File: src/rtl/router_arb_pkg.sv
// Shared types and helpers for the wormhole round-robin output arbiter.
package router_arb_pkg;

  localparam int ARB_MAX_IN = 16;
  localparam int ARB_IDX_W  = $clog2(ARB_MAX_IN);

  // prio[i][j] = 1 means input i beats input j; unused rows/cols stay 0
  typedef logic [ARB_MAX_IN-1:0][ARB_MAX_IN-1:0] arb_prio_t;

  function automatic logic [ARB_IDX_W-1:0] onehot_to_idx(input logic [ARB_MAX_IN-1:0] oh);
    logic [ARB_IDX_W-1:0] idx;
    idx = '0;
    for (int i = 0; i < ARB_MAX_IN; i++)
      if (oh[i]) idx = idx | ARB_IDX_W'(i);
    return idx;
  endfunction

endpackage

File: src/rtl/router_arb_prio_matrix.sv
// Least-recently-granted priority matrix: combinational winner, update on strobe.
module router_arb_prio_matrix
  import router_arb_pkg::*;
#(
  parameter int NUM_IN = 5
) (
  input  logic              clk,
  input  logic              rst,
  input  logic [NUM_IN-1:0] request,
  input  logic              update,
  output logic [NUM_IN-1:0] win_oh,
  output arb_prio_t         prio
);

  arb_prio_t prio_q;

  assign prio = prio_q;

  for (genvar gi = 0; gi < NUM_IN; gi++) begin : g_win
    logic beaten;
    always_comb begin
      beaten = 1'b0;
      for (int j = 0; j < NUM_IN; j++)
        if (j != gi && request[j] && prio_q[j][gi]) beaten = 1'b1;
      win_oh[gi] = request[gi] & ~beaten;
    end
  end

  // winner drops to lowest priority: its row cleared, its column set
  always_ff @(posedge clk or negedge rst) begin
    if (!rst) begin
      for (int i = 0; i < ARB_MAX_IN; i++)
        for (int j = 0; j < ARB_MAX_IN; j++)
          prio_q[i][j] <= (i < NUM_IN) && (j < NUM_IN) && (i < j);
    end else if (update) begin
      for (int i = 0; i < NUM_IN; i++)
        for (int j = 0; j < NUM_IN; j++)
          if (i != j) begin
            if (win_oh[i])      prio_q[i][j] <= 1'b0;
            else if (win_oh[j]) prio_q[i][j] <= 1'b1;
          end
    end
  end

endmodule

File: src/rtl/router_arbiter_wh_rr.sv
// N-to-1 wormhole arbiter: LRG matrix priority, grant held from head to tail.
// Optional stall watchdog enabled by defining ROUTER_ARB_WATCHDOG_EN.
module router_arbiter_wh_rr
  import router_arb_pkg::*;
#(
  parameter int NUM_IN  = 5,
  parameter int TIMEOUT = 255
) (
  input  logic                      clk,
  input  logic                      rst,
  input  logic [NUM_IN-1:0]         request,
  input  logic                      forwarding_head,
  input  logic                      forwarding_tail,
  output logic [NUM_IN-1:0]         grant,
  output logic                      grant_valid,
  output logic                      locked,
  output logic [$clog2(NUM_IN)-1:0] owner_idx,
  output logic                      stall_timeout
);

  localparam int IDX_W = $clog2(NUM_IN);

  if (NUM_IN < 2 || NUM_IN > ARB_MAX_IN) begin : g_bad_num_in
    $error("NUM_IN out of range");
  end
  if (TIMEOUT < 1 || TIMEOUT > 65535) begin : g_bad_timeout
    $error("TIMEOUT out of range");
  end

  logic [NUM_IN-1:0] win_oh;
  arb_prio_t         prio;
  logic              locked_q;
  logic [IDX_W-1:0]  owner_q;
  logic [ARB_IDX_W-1:0] win_idx;
  logic              owner_req;
  logic              head_acc;
  logic              tail_acc;

  router_arb_prio_matrix #(.NUM_IN(NUM_IN)) u_prio (
    .clk     (clk),
    .rst     (rst),
    .request (request),
    .update  (head_acc),
    .win_oh  (win_oh),
    .prio    (prio)
  );

  assign win_idx   = onehot_to_idx(ARB_MAX_IN'(win_oh));
  assign owner_req = request[owner_q];
  assign head_acc  = forwarding_head & grant_valid & ~locked_q;
  assign tail_acc  = forwarding_tail & grant_valid & locked_q;

  always_comb begin
    grant       = '0;
    grant_valid = 1'b0;
    if (locked_q) begin
      grant[owner_q] = 1'b1;
      grant_valid    = owner_req;
    end else begin
      grant       = win_oh;
      grant_valid = |request;
    end
  end

  // a head with tail in the same cycle is a single-flit packet and never locks
  always_ff @(posedge clk or negedge rst) begin
    if (!rst) begin
      locked_q <= 1'b0;
      owner_q  <= '0;
    end else if (head_acc) begin
      locked_q <= ~forwarding_tail;
      owner_q  <= win_idx[IDX_W-1:0];
    end else if (tail_acc) begin
      locked_q <= 1'b0;
    end
  end

  assign locked    = locked_q;
  assign owner_idx = owner_q;

`ifdef ROUTER_ARB_WATCHDOG_EN
  logic [15:0] stall_cnt;

  // counts locked cycles where the owner has nothing to send; observational only
  always_ff @(posedge clk or negedge rst) begin
    if (!rst)                       stall_cnt <= '0;
    else if (!locked_q || owner_req) stall_cnt <= '0;
    else if (stall_cnt != 16'(TIMEOUT)) stall_cnt <= stall_cnt + 16'd1;
  end

  assign stall_timeout = (stall_cnt == 16'(TIMEOUT));
`else
  assign stall_timeout = 1'b0;
`endif

`ifndef SYNTHESIS
  function automatic logic prio_ok(input arb_prio_t p);
    logic ok;
    ok = 1'b1;
    for (int i = 0; i < ARB_MAX_IN; i++)
      for (int j = 0; j < ARB_MAX_IN; j++)
        if (i < NUM_IN && j < NUM_IN && i != j) ok &= p[i][j] ^ p[j][i];
        else                                    ok &= ~p[i][j];
    return ok;
  endfunction

  a_grant_onehot0: assert property (@(posedge clk) disable iff (!rst) $onehot0(grant));
  a_prio_antisym:  assert property (@(posedge clk) disable iff (!rst) prio_ok(prio));
  a_no_head_lock:  assert property (@(posedge clk) disable iff (!rst) !(forwarding_head && locked_q));
  a_grant_stable:  assert property (@(posedge clk) disable iff (!rst)
                                    locked_q |=> (!locked_q || $stable(grant)));
`endif

endmodule

File: config.mk
export PLATFORM = sky130hd
export DESIGN_NAME = router_arbiter_wh_rr
export DESIGN_NICKNAME = d
export VERILOG_FILES = /design/src/rtl/router_arb_pkg.sv /design/src/rtl/router_arb_prio_matrix.sv /design/src/rtl/router_arbiter_wh_rr.sv
export SDC_FILE = /design/constraint.sdc
export NUM_CORES = 1
export LEC_CHECK = 0
export ABC_AREA = 0
export BUFFER_PORTS_ARGS = -buffer_cell sky130_fd_sc_hd__buf_2
export CAP_MARGIN = 20
export CORE_MARGIN = 5
export CORE_UTILIZATION = 40
export DETAILED_ROUTE_END_ITERATION = 10
export PLACE_DENSITY_LB_ADDON = 0.15
export SYNTH_ARGS = -nofsm -noshare
export SYNTH_HDL_FRONTEND = slang
export SYNTH_HIERARCHICAL = 1
export SYNTH_SLANG_ARGS = --single-unit
File: constraint.sdc
create_clock -name clk -period 2.2 [get_ports clk]
set_input_delay 0.33 -clock clk [delete_from_list [all_inputs] [get_ports clk]]
set_output_delay 0.33 -clock clk [all_outputs]
set_load 0.005 [all_outputs]
Word-level counts from Yosys, hierarchy flattened
Cells that the tools add are included.
{ "word_totals": {"reg_bits": 24, "ramBits": 0, "n_memories": 0, "latch_bits": 0, "in_bits": 9, "rom_bits": 0, "output_inout_bits": 11} }
{ "classes": {"n_addsub": 0, "eq_ne": 0, "n_lt_le_gt_ge": 2, "n_mux": 57, "shifts": 0, "reduce_logical": 43, "multipliers": 0, "n_div": 0, "bitwise_logic": 16} }
{ "op_table": {"columns": ["cell", "n"], "rows": [
  ["$mux W1", 51],
  ["$reduce_bool A2 Y1", 11],
  ["$logic_and A1 B1 Y1", 21],
  ["$reduce_and A2 Y1", 10],
  ["$and A1 B1 Y1", 9],
  ["$not A1 Y1", 7],
  ["$mux W5", 1],
  ["$reduce_or A5 Y1", 1],
  ["$lt A3 B4 Y1 const B", 1],
  ["$mux W2", 2],
  ["$bmux W1 S3", 1],
  ["$demux W1 S3", 1],
  ["$ge A3 B1 Y1 const B", 1],
  ["$mux W3", 1]
]} }

Longest topological paths before layout
{ "logic_depth": {"ltp_word": 11, "ltp_mapped": 7} }

Hierarchy
The synthesis kept the hierarchy.
{ "modules_own_cells": {"columns": ["module", "instances", "cells_each", "area_per_inst_um2"], "rows": [
  ["router_arb_prio_matrix", 1, 319, 2686.3],
  ["router_arbiter_wh_rr", 1, 44, 345.3]
]} }

Worst setup path after synthesis
OpenSTA, ideal clock, no wires.
{ "synth_timing": {"kind": "register to register", "start": "register locked_q (netlist: locked)", "end": "register u_prio.prio_q (netlist bit u_prio/prio[67])", "setup_time_ns": 0.119, "period_less_slack_ns": 1.598, "n_path_buf": 1, "arrival_time_ns": 1.480, "path_stages_with_launch": 7, "slack_ns": 0.602, "required_time_ns": 2.081, "cell_sequence": "dfrtp_1 > a211o_4 > inv_1 > buf_4 > a21boi_0 > nand4_1 > o21a_1"} }
{ "synth_between": {"elab_chain_cells": 4, "word_cells_on_any_way": 5, "classes_between": "mux (1); bitwise (3); reduce/logical (1)"} }
{ "synth_lines": {"columns": ["element", "line", "rtl"], "rows": [
  ["from (decl)", "router_arbiter_wh_rr.sv:32", "logic locked_q;"],
  ["from (signal assigned)", "router_arbiter_wh_rr.sv:71", "locked_q <= ~forwarding_tail;"],
  ["$mux W1", "router_arbiter_wh_rr.sv:56", "if (locked_q) begin"],
  ["$and A1 B1 Y1", "router_arbiter_wh_rr.sv:50", "assign head_acc = forwarding_head & grant_valid & ~locked_q;"],
  ["$and A1 B1 Y1 (*)", "router_arbiter_wh_rr.sv:50", null],
  ["net head_acc", "router_arbiter_wh_rr.sv:36", "logic head_acc;"],
  ["$reduce_and A2 Y1 (no source line) (*)", null, null],
  ["to (signal, indexed assignment)", "router_arb_prio_matrix.sv:34", "prio_q[i][j] <= (i < NUM_IN) && (j < NUM_IN) && (i < j);"],
  ["to (decl)", "router_arb_prio_matrix.sv:15", "arb_prio_t prio_q;"]
]} }
The timed path passes the listed nets; every way through them passes the cells marked *.
A chain may end at the register's enable or synchronous reset.

Worst setup path in the final report
{ "layout_timing": {"start": "register u_prio.prio_q (netlist bit u_prio/prio[2])", "end": "output port grant[2]"} }
{ "layout_between": {"elab_chain_cells": 8} }
{ "layout_lines": {"columns": ["element", "line", "rtl"], "rows": [
  ["$logic_and A1 B1 Y1", "router_arb_prio_matrix.sv:24", "if (j != gi && request[j] && prio_q[j][gi]) beaten = 1'b1;"],
  ["$mux W1 (4 in series)", "router_arb_prio_matrix.sv:24", null],
  ["$not A1 Y1", "router_arb_prio_matrix.sv:25", "win_oh[gi] = request[gi] & ~beaten;"],
  ["$and A1 B1 Y1", "router_arb_prio_matrix.sv:25", null],
  ["net win_oh[2]", "router_arbiter_wh_rr.sv:30", "logic [NUM_IN-1:0] win_oh;"],
  ["$mux W5", "router_arbiter_wh_rr.sv:56", null],
  ["to (decl)", "router_arbiter_wh_rr.sv:14", "output logic [NUM_IN-1:0] grant,"]
]} }
The timed path passes the listed nets, and every way through them passes these cells.

==> impl_metrics.toml <==
[outcome]
outcome = "finished clean"

[timing]
period_share_pct = 88.7
hold_viol_final = 0
setup_viol = 0
fin_crit_ps = 1950
tightest_slew_ps = 526
rsz0062_at_grt = "no"
slew-limit-headroom_pct = 64.9
tns_ps = 0
fmax_mhz = 513
slew_viol_final = 0
timing.final.ws_setup_ps = 249
finClkSkew_ps = 9.77

[routing]
drc = 0
post_drt_wl_per_cell_um = 15.1
final_antenna_net_count = 0
wl_um = 2840
dr_total_vias = 1022
drt_iter0_drc = 46
viasPerCell = 5.44
drtPass1Iterations = 6

[power_and_ir_drop]
power_density_nw_per_um2 = 1320
swShare_pct = 36.0
seq_power_share_pct = 48.5
irDropWorstVdd_mv = 0.559
share_comb_of_total_power_pct = 41.3
total_leakage_power_nw = 0.636
clkPwrFrac_pct = 10.2
power_switching_uw = 667
p_int_mw = 1.18

[worst_setup_path]
reg2reg_depth = 5
critPathKind = "flop to output pin"
required_ps = 1870
worstPathArrival_ps = 1620
cp-end-kind = "output pin"
r2r-end = "u_prio/prio[52]"
r2r_start = "locked"
rrSetupSlack_ps = 490
worstPathMaxFanout = 3
setup.worst_path.start_class = "flop"

[grt]
grtUsageTotal_pct = 15.1
grt_pass1_wl_um = 5080
globalRouteOverflowTotal = 0
grt_max_degree = 25
grt_pass1_vias = 1065
antenna_found_initial = 0

[cts]
cts_made_buffers = 3
htreeDepth = 1
numClockSinks = 24
insertion_delay_ps = 310
root_buffer = "clkbuf_4"
cts_tree = "done"
cts_max_path_buffers = 2
clkSlewWorstSetupHoldPaths_ps = 120
postCtsSetupBuffers = 0

[floorplanning]
die_h_um = 66.0
rows = 20
ios = 20
dieWidth_um = 66.0
initial_core_util_pct = 41.5
core_area_sq_um = 3030
dieArea_sq_um = 4360

[place]
post-dp-hpwl_um = 2150
portBuffers = 18
postPlaceCellArea_sq_um = 1360
gp_congestion = 0.825
dp.cells = 183
pre_cts_slack_ps = 277

[hold_path]
hold_end = "locked"
hold_start = "forwarding_tail"
worstHoldPathType = "input port to flop"
hold_depth = 3

[synthesis]
syn_inst = 126
postSynthNetCount = 135
yosysWarnings = 478
syn-cell-area_sq_um = 1260
avgSynthCellArea_sq_um = 9.97

[final_layout]
nets = 154
final_area_sq_um = 1400
diodes = 0
instances_no_fill = 188
drive_gt1_share_pct = 27.8
area_delta_synth_final_pct = 11.5

[flow_run]
cap_viol_max_count = 0
[per-stage QoR]
| stage | hold slack [ps] | power, mW | utilization, % |
|---|---|---|---|
| 6_report | 318 | 1.85 | 46.2 |
| 5_1_grt | 308 | 2.03 | 46.2 |
| 2_1_floorplan | 34.4 | 1.41 | - |
| 4_1_cts | 305 | 1.87 | 46.2 |
| 3_3_place_gp | 336 | 1.65 | 45.0 |
| 3_5_place_dp | 344 | 1.67 | 45.0 |
[worst max-delay path, cell delays in order (launching register included)]
cell      delay (ps)
dfstp_2          400
a222oi_1         380
and2_1           220
inv_1             60
o22ai_1          130
buf_2            130
[final cells by class]
type                            count  area [sq um]
Inverter                           12          45.0
Clock buffer                        4          26.3
Sequential cell                    24           613
Multi-Input combinational cell     83           546
Fill cell                         301          1630
Tap cell                           44          55.1
Timing Repair Buffer               21           115
[layer usage]
metal / share of wire (%) / track usage (%)
met1: 44 / 19.4
met2: 47 / 25.0
met3: 8.1 / 2.38
met4: 1.3 / 6.60
met5: 0 / 0
[registers in the layout, summed over array words and instances (netlist names)]
signal	count
owner_idx	3
locked	1
u_prio/prio	20
[repair_timing]
item / CTS / global route
endpoints found under the hold margin: 8 / 0
gates resized for setup: 0 / 0
hold buffers: 1 / 0
[worst max path at each step]
stage,cells after the start,endpoint,startpoint,slack (ps)
after floorplan,6,u_prio/prio[67],locked,600
after global placement,7,u_prio/prio[65],request[1],320
after detailed placement,7,u_prio/prio[52],request[1],280
after CTS,5,grant[4],u_prio/prio[4],260
after global routing,5,grant[2],u_prio/prio[2],80
final,5,grant[2],u_prio/prio[2],250
[power groups by stage]
stage               Combinational [mW]  Sequential (mW)  Clock [mW]
floorplan                        0.564            0.849           0
global placement                 0.744            0.908           0
detailed placement               0.762            0.909           0
CTS                              0.765            0.899       0.201
global route                     0.866            0.934       0.225
finish                           0.764            0.899       0.189
[layout by cell type (no fill, tap or decap), drive strengths merged]
cell,instances
a211o,1
a21boi,5
a21oi,8
a222oi,2
a22oi,5
a31o,1
a31oi,4
a41oi,1
and2,2
and3,4
and4,2
buf,20
clkbuf,4
conb,1
dfrtp,14
dfstp,10
dlygate4sd3,1
inv,12
mux2,2
mux2i,2
nand2,7
nand2b,2
nand3,1
nand4,3
nor2,9
nor3,1
nor3b,1
o21a,11
o21ai,2
o22ai,5
or2,1
(Power assumes the default switching activity.)
